$ cat src/rtl/cnn_pkg.sv
// Shared types and default sizing for the CNN weight-load path.
package cnn_pkg;

    typedef logic signed [1:0] weight_t;

    typedef enum logic [1:0] {
        IDLE,
        COLLECT,
        WRITE,
        DONE
    } wl_state_t;

    localparam int DEF_KERNEL_SIZE  = 3;
    localparam int DEF_NUM_FEATURES = 10;

endpackage

$ cat src/rtl/weight_load_ctrl.sv
// Assembles a serial stream of 2-bit weights into one kernel per feature and
// issues one active-low memory write per kernel at consecutive addresses.
module weight_load_ctrl
    import cnn_pkg::*;
#(
    parameter int KERNEL_SIZE  = DEF_KERNEL_SIZE,
    parameter int NUM_FEATURES = DEF_NUM_FEATURES,
    localparam int K2 = KERNEL_SIZE * KERNEL_SIZE,
    localparam int AW = $clog2(NUM_FEATURES) + 1
) (
    input  logic          clk,
    input  logic          rst,
    input  logic          start,
    input  logic          abort,
    input  logic          w_valid,
    input  weight_t       w_data,
    output logic          w_ready,
    output logic [AW-1:0] address_w,
    output logic          feature_WrEn,
    output weight_t       weights_input [K2],
    output logic          busy,
    output logic          done,
    output logic          loaded
);

    localparam int EW = (K2 > 1) ? $clog2(K2) : 1;
    localparam logic [EW-1:0] ELEM_LAST = EW'(K2 - 1);
    localparam logic [AW-1:0] FEAT_LAST = AW'(NUM_FEATURES - 1);

    wl_state_t     state_q, state_d;
    logic [EW-1:0] elem_q, elem_d;
    logic [AW-1:0] feat_q, feat_d;
    logic [AW-1:0] addr_q, addr_d;
    logic          loaded_q, loaded_d;
    weight_t       buf_q  [K2];
    weight_t       buf_d  [K2];
    weight_t       wout_q [K2];
    weight_t       wout_d [K2];

    always_ff @(posedge clk or negedge rst) begin
        if (!rst) begin
            state_q  <= IDLE;
            elem_q   <= '0;
            feat_q   <= '0;
            addr_q   <= '0;
            loaded_q <= 1'b0;
            buf_q    <= '{default: '0};
            wout_q   <= '{default: '0};
        end else begin
            state_q  <= state_d;
            elem_q   <= elem_d;
            feat_q   <= feat_d;
            addr_q   <= addr_d;
            loaded_q <= loaded_d;
            buf_q    <= buf_d;
            wout_q   <= wout_d;
        end
    end

    always_comb begin
        state_d  = state_q;
        elem_d   = elem_q;
        feat_d   = feat_q;
        addr_d   = addr_q;
        loaded_d = loaded_q;
        buf_d    = buf_q;
        wout_d   = wout_q;
        if (abort) begin
            state_d  = IDLE;
            elem_d   = '0;
            feat_d   = '0;
            loaded_d = 1'b0;
        end else begin
            unique case (state_q)
                IDLE: begin
                    if (start) begin
                        state_d  = COLLECT;
                        elem_d   = '0;
                        feat_d   = '0;
                        loaded_d = 1'b0;
                    end
                end
                COLLECT: begin
                    if (w_valid) begin
                        for (int i = 0; i < K2; i++) begin
                            if (elem_q == EW'(i)) buf_d[i] = w_data;
                        end
                        if (elem_q == ELEM_LAST) begin
                            // Output registers load here so they are already
                            // stable for the whole WRITE cycle.
                            elem_d  = '0;
                            state_d = WRITE;
                            addr_d  = feat_q;
                            wout_d  = buf_d;
                        end else begin
                            elem_d = elem_q + 1'b1;
                        end
                    end
                end
                WRITE: begin
                    if (feat_q == FEAT_LAST) begin
                        state_d = DONE;
                    end else begin
                        feat_d  = feat_q + 1'b1;
                        state_d = COLLECT;
                    end
                end
                DONE: begin
                    loaded_d = 1'b1;
                    state_d  = IDLE;
                end
                default: state_d = IDLE;
            endcase
        end
    end

    // Strobes decode from the state register alone so they stay glitch-free
    // across the memory's negedge write.
    assign w_ready       = (state_q == COLLECT);
    assign feature_WrEn  = (state_q != WRITE);
    assign busy          = (state_q != IDLE);
    assign done          = (state_q == DONE);
    assign loaded        = loaded_q;
    assign address_w     = addr_q;
    assign weights_input = wout_q;

endmodule
$ cat config.mk
export PLATFORM = sky130hd
export DESIGN_NAME = weight_load_ctrl
export DESIGN_NICKNAME = d
export VERILOG_FILES = /design/src/rtl/cnn_pkg.sv /design/src/rtl/weight_load_ctrl.sv
export SDC_FILE = /design/constraint.sdc
export NUM_CORES = 1
export LEC_CHECK = 0
export BUFFER_PORTS_ARGS = -buffer_cell sky130_fd_sc_hd__buf_2
export CORE_AREA = 2 2 90 92
export CTS_CLUSTER_SIZE = 28
export DETAILED_ROUTE_END_ITERATION = 12
export DIE_AREA = 0 0 92 94
export PLACE_DENSITY = 0.52
export RECOVER_POWER = 100
export SLEW_MARGIN = 20
export SYNTH_ARGS = -nofsm -noshare
export SYNTH_HDL_FRONTEND = slang
export SYNTH_SLANG_ARGS = --single-unit
$ cat constraint.sdc
create_clock -name clk -period 2 [get_ports clk]
set_clock_uncertainty 0.05 [all_clocks]
set_input_delay 0.5 -clock clk [delete_from_list [all_inputs] [get_ports clk]]
set_output_delay 0.5 -clock clk [all_outputs]
set_load 0.1 [all_outputs]
==> impl_metrics.py <==
metrics = {
    "run_status": {
        "run_status": "complete, no violations",
    },
    "synth": {
        "synthFlopType": "dfrtp_1",
        "synth_top_cells_by_area": "dfrtp_1 (49%), mux2_2 (16%), mux2_4 (5.2%)",
        "synth_area_mm2": 0.00262,
        "synth_seq_area_share_pct": 48.7,
        "syn_nets": 208,
        "synth_area_leader_cell": "dfrtp_1",
        "synth_area_per_cell_um2": 13.4,
        "yosysUniqueCellTypes": 48,
        "ys_warn_count": 0,
        "yosys.area.top_type_share_pct": 48.7,
        "async_flop_share_pct": 100,
        "synth_edf_count": 0,
        "ys_ff_latch": 51,
        "synth_cells": 195,
    },
    "route": {
        "drtIter0Drc": 73,
        "wl_per_cell_um": 14.3,
        "drc_errors": 0,
        "drt-total-wl_mm": 4.87,
        "drtPass1Iterations": 4,
        "antenna_left": 0,
        "vias": 1647,
        "via_per_inst": 4.83,
    },
    "floorplanning": {
        "die_w_um": 92,
        "initial_core_util_pct": 34.4,
        "coreArea_mm2": 0.00761,
        "die_y_um": 94,
        "rows": 32,
        "die_area_mm2": 0.00865,
        "io_pins": 35,
    },
    "timing": {
        "hold_viol": 0,
        "period_needed_ps": 1910,
        "tightest_slew_ps": 1070,
        "fin_tns_setup_ps": 0,
        "rsz0062_at_grt": "no",
        "whs_ps": 308,
        "slew_viol_final": 0,
        "post-route-period-util_pct": 95.7,
        "relSlewSlack_pct": 28.9,
        "finalSetupViolations": 0,
        "fmax_ghz": 0.522,
    },
    "global_route": {
        "grt_pass1_vias": 1748,
        "antenna_found_initial": 0,
        "grt_usage_pct": 12.5,
        "grt_pass1_wl_mm": 8.60,
        "gr-total-overflow": 0,
        "grt_max_degree": 33,
    },
    "flow_run": {
        "maxCapViolCount": 0,
    },
    "clock_network": {
        "clock_latency_ps": 310,
        "clock_sinks": 51,
        "clkTransAtPathRegs_ps": 100,
        "cts_max_path_buffers": 2,
        "numCtsBuffers": 5,
        "h-tree-depth": 2,
        "hold_buffers": 0,
        "cts_root_buf": "clkbuf_8",
        "cts_tree": "yes",
    },
    "power_and_ir_drop": {
        "power.switching_w": 0.000491,
        "clkPwrFrac_pct": 37.8,
        "power_density_mw_per_mm2": 670,
        "ir_drop_mv": 0.371,
        "pwr-share-comb_pct": 8.9,
        "leakage_nw": 1.47,
        "seq_power_share_pct": 53.3,
        "sw_frac_of_total_pct": 24.2,
        "p_int_w": 0.00154,
    },
    "critical_path": {
        "worstPathArrival_ps": 1360,
        "cpLargestDelayFamily": "flip-flops",
        "crit_path_start_kind": "flip-flop",
        "crit_fanout": 10,
        "crit_required_ps": 1450,
        "slowest_delay_ps": 480,
        "crit_slowest_cell": "dfrtp_2",
        "critPathBufInv": 2,
        "cp-end-kind": "primary output",
        "worstSetupPathType": "reg2out",
        "crit_chain": "buf_4 -> nor2b_2 -> buf_6",
    },
    "placed_design": {
        "place.gp.congestion": 0.767,
        "portBuffers": 34,
        "dp_hpwl_mm": 3.47,
    },
    "finish": {
        "nNetsFinal": 251,
        "syn2layout_area_growth_pct": 15.5,
        "nFillCells": 759,
        "final_cell_mix": "dfrtp_1 (49), mux2_2 (37), clkbuf_2 (25), mux2_1 (11)",
        "n_antenna_cell": 0,
        "drive_above_1_share_pct": 43.1,
        "final_common_cell": "dfrtp_1",
    },
    "min_path": {
        "hp-class": "in2async",
    },
}
## Yosys cell counts, types with 2 or more instances
master and instances:
dfrtp_1 51, mux2_2 37, mux2_4 9, a21oi_1 7, nor2_1 7, ha_1 6, nand2_1 6, mux2_1 5
clkbuf_1 4, nand2b_1 4, nand3_1 4, buf_6 3, inv_1 3, nand3b_4 3, nor2b_1 3, o21ai_0 3
buf_4 2, mux2i_1 2, nand4b_1 2, nor3_1 2, nor3b_1 2, o22ai_1 2, o2bb2ai_1 2, or2b_1 2
## flip-flops by register name, indices dropped and copies added (netlist names)
signal and cells:
address_w 5, buf_q 16, elem_q 4, feat_q 5, loaded 1, state_q 2
weights_input 18
## repair_timing
action	CTS	global route
gates resized for setup	1	2
setup buffers	0	0
setup endpoints to repair	2	4
hold endpoints to repair	0	0
## per-stage QoR
step	utilization, %	worst slack [ps]	power, W	cells	instance area [µm²]
floorplan	-	-30.4	0.00122	195	2620
global placement	39.8	110	0.00131	333	3030
detailed placement	39.8	99.0	0.00130	333	3030
CTS	41.4	47.4	0.00209	341	3150
global route	39.8	28.7	0.00214	341	3030
finish	39.8	85.3	0.00203	341	3030
## power groups by stage
stage | clock (W) | combinational (W) | sequential, W
after floorplan | 0 | 0.000129 | 0.00109
after global placement | 0 | 0.000205 | 0.00110
after detailed placement | 0 | 0.000206 | 0.00110
after CTS | 0.000805 | 0.000206 | 0.00108
after global routing | 0.000853 | 0.000200 | 0.00108
final | 0.000766 | 0.000181 | 0.00108
## kinds of logic (layout without fill, tap and decap cells)
family          Yosys count  count (layout)  synth area share, %
flops                    51              51                 48.7
fa+ha+maj                 6               6                 2.87
mux                      53              53                 24.0
buf+inv                  13              57                 3.06
simple gates             51              51                 16.0
compound gates           21              21                 5.35
## worst register-to-register path: stages, from the launching register on
cell and delay [ps]:
dfrtp_1 430, inv_1 120, ha_1 190, nor3b_2 290, mux2_2 370, mux2_1 290
## final cells by class
cell class	count	area (µm²)	share of cell area [%]
clock buffers	6	82.6	2.73
clock inverters	2	38.8	1.28
inverters	3	11.3	0.372
multi-input cells	131	1200	39.6
flip-flops and latches	51	1280	42.3
well taps	102	128	4.22
repair buffers	46	288	9.51
## final timing paths
check / depth (start not counted) / slack (ps) / to / from
max in group asynchronous: 2 / 460 / state_q[1] / rst
hold / removal: 1 / 310 / weights_input[16] / rst
hold reg to reg: 1 / 440 / weights_input[9] / weights_input[9]
setup reg to reg: 5 / 150 / weights_input[15] / elem_q[1]
setup / recovery: 3 / 90 / w_ready / state_q[1]
min in group clk: 2 / 440 / state_q[1] / abort
## routing by layer
metal / wire (µm) / GRT usage (%) / part of all wire (%)
met1: 2370 / 15.8 / 49
met2: 2290 / 21.0 / 47
met3: 157 / 2.81 / 3.2
met4: 65 / 4.48 / 1.3
met5: 0 / 0 / 0
Note: power is estimated with default switching activity, not from simulation.
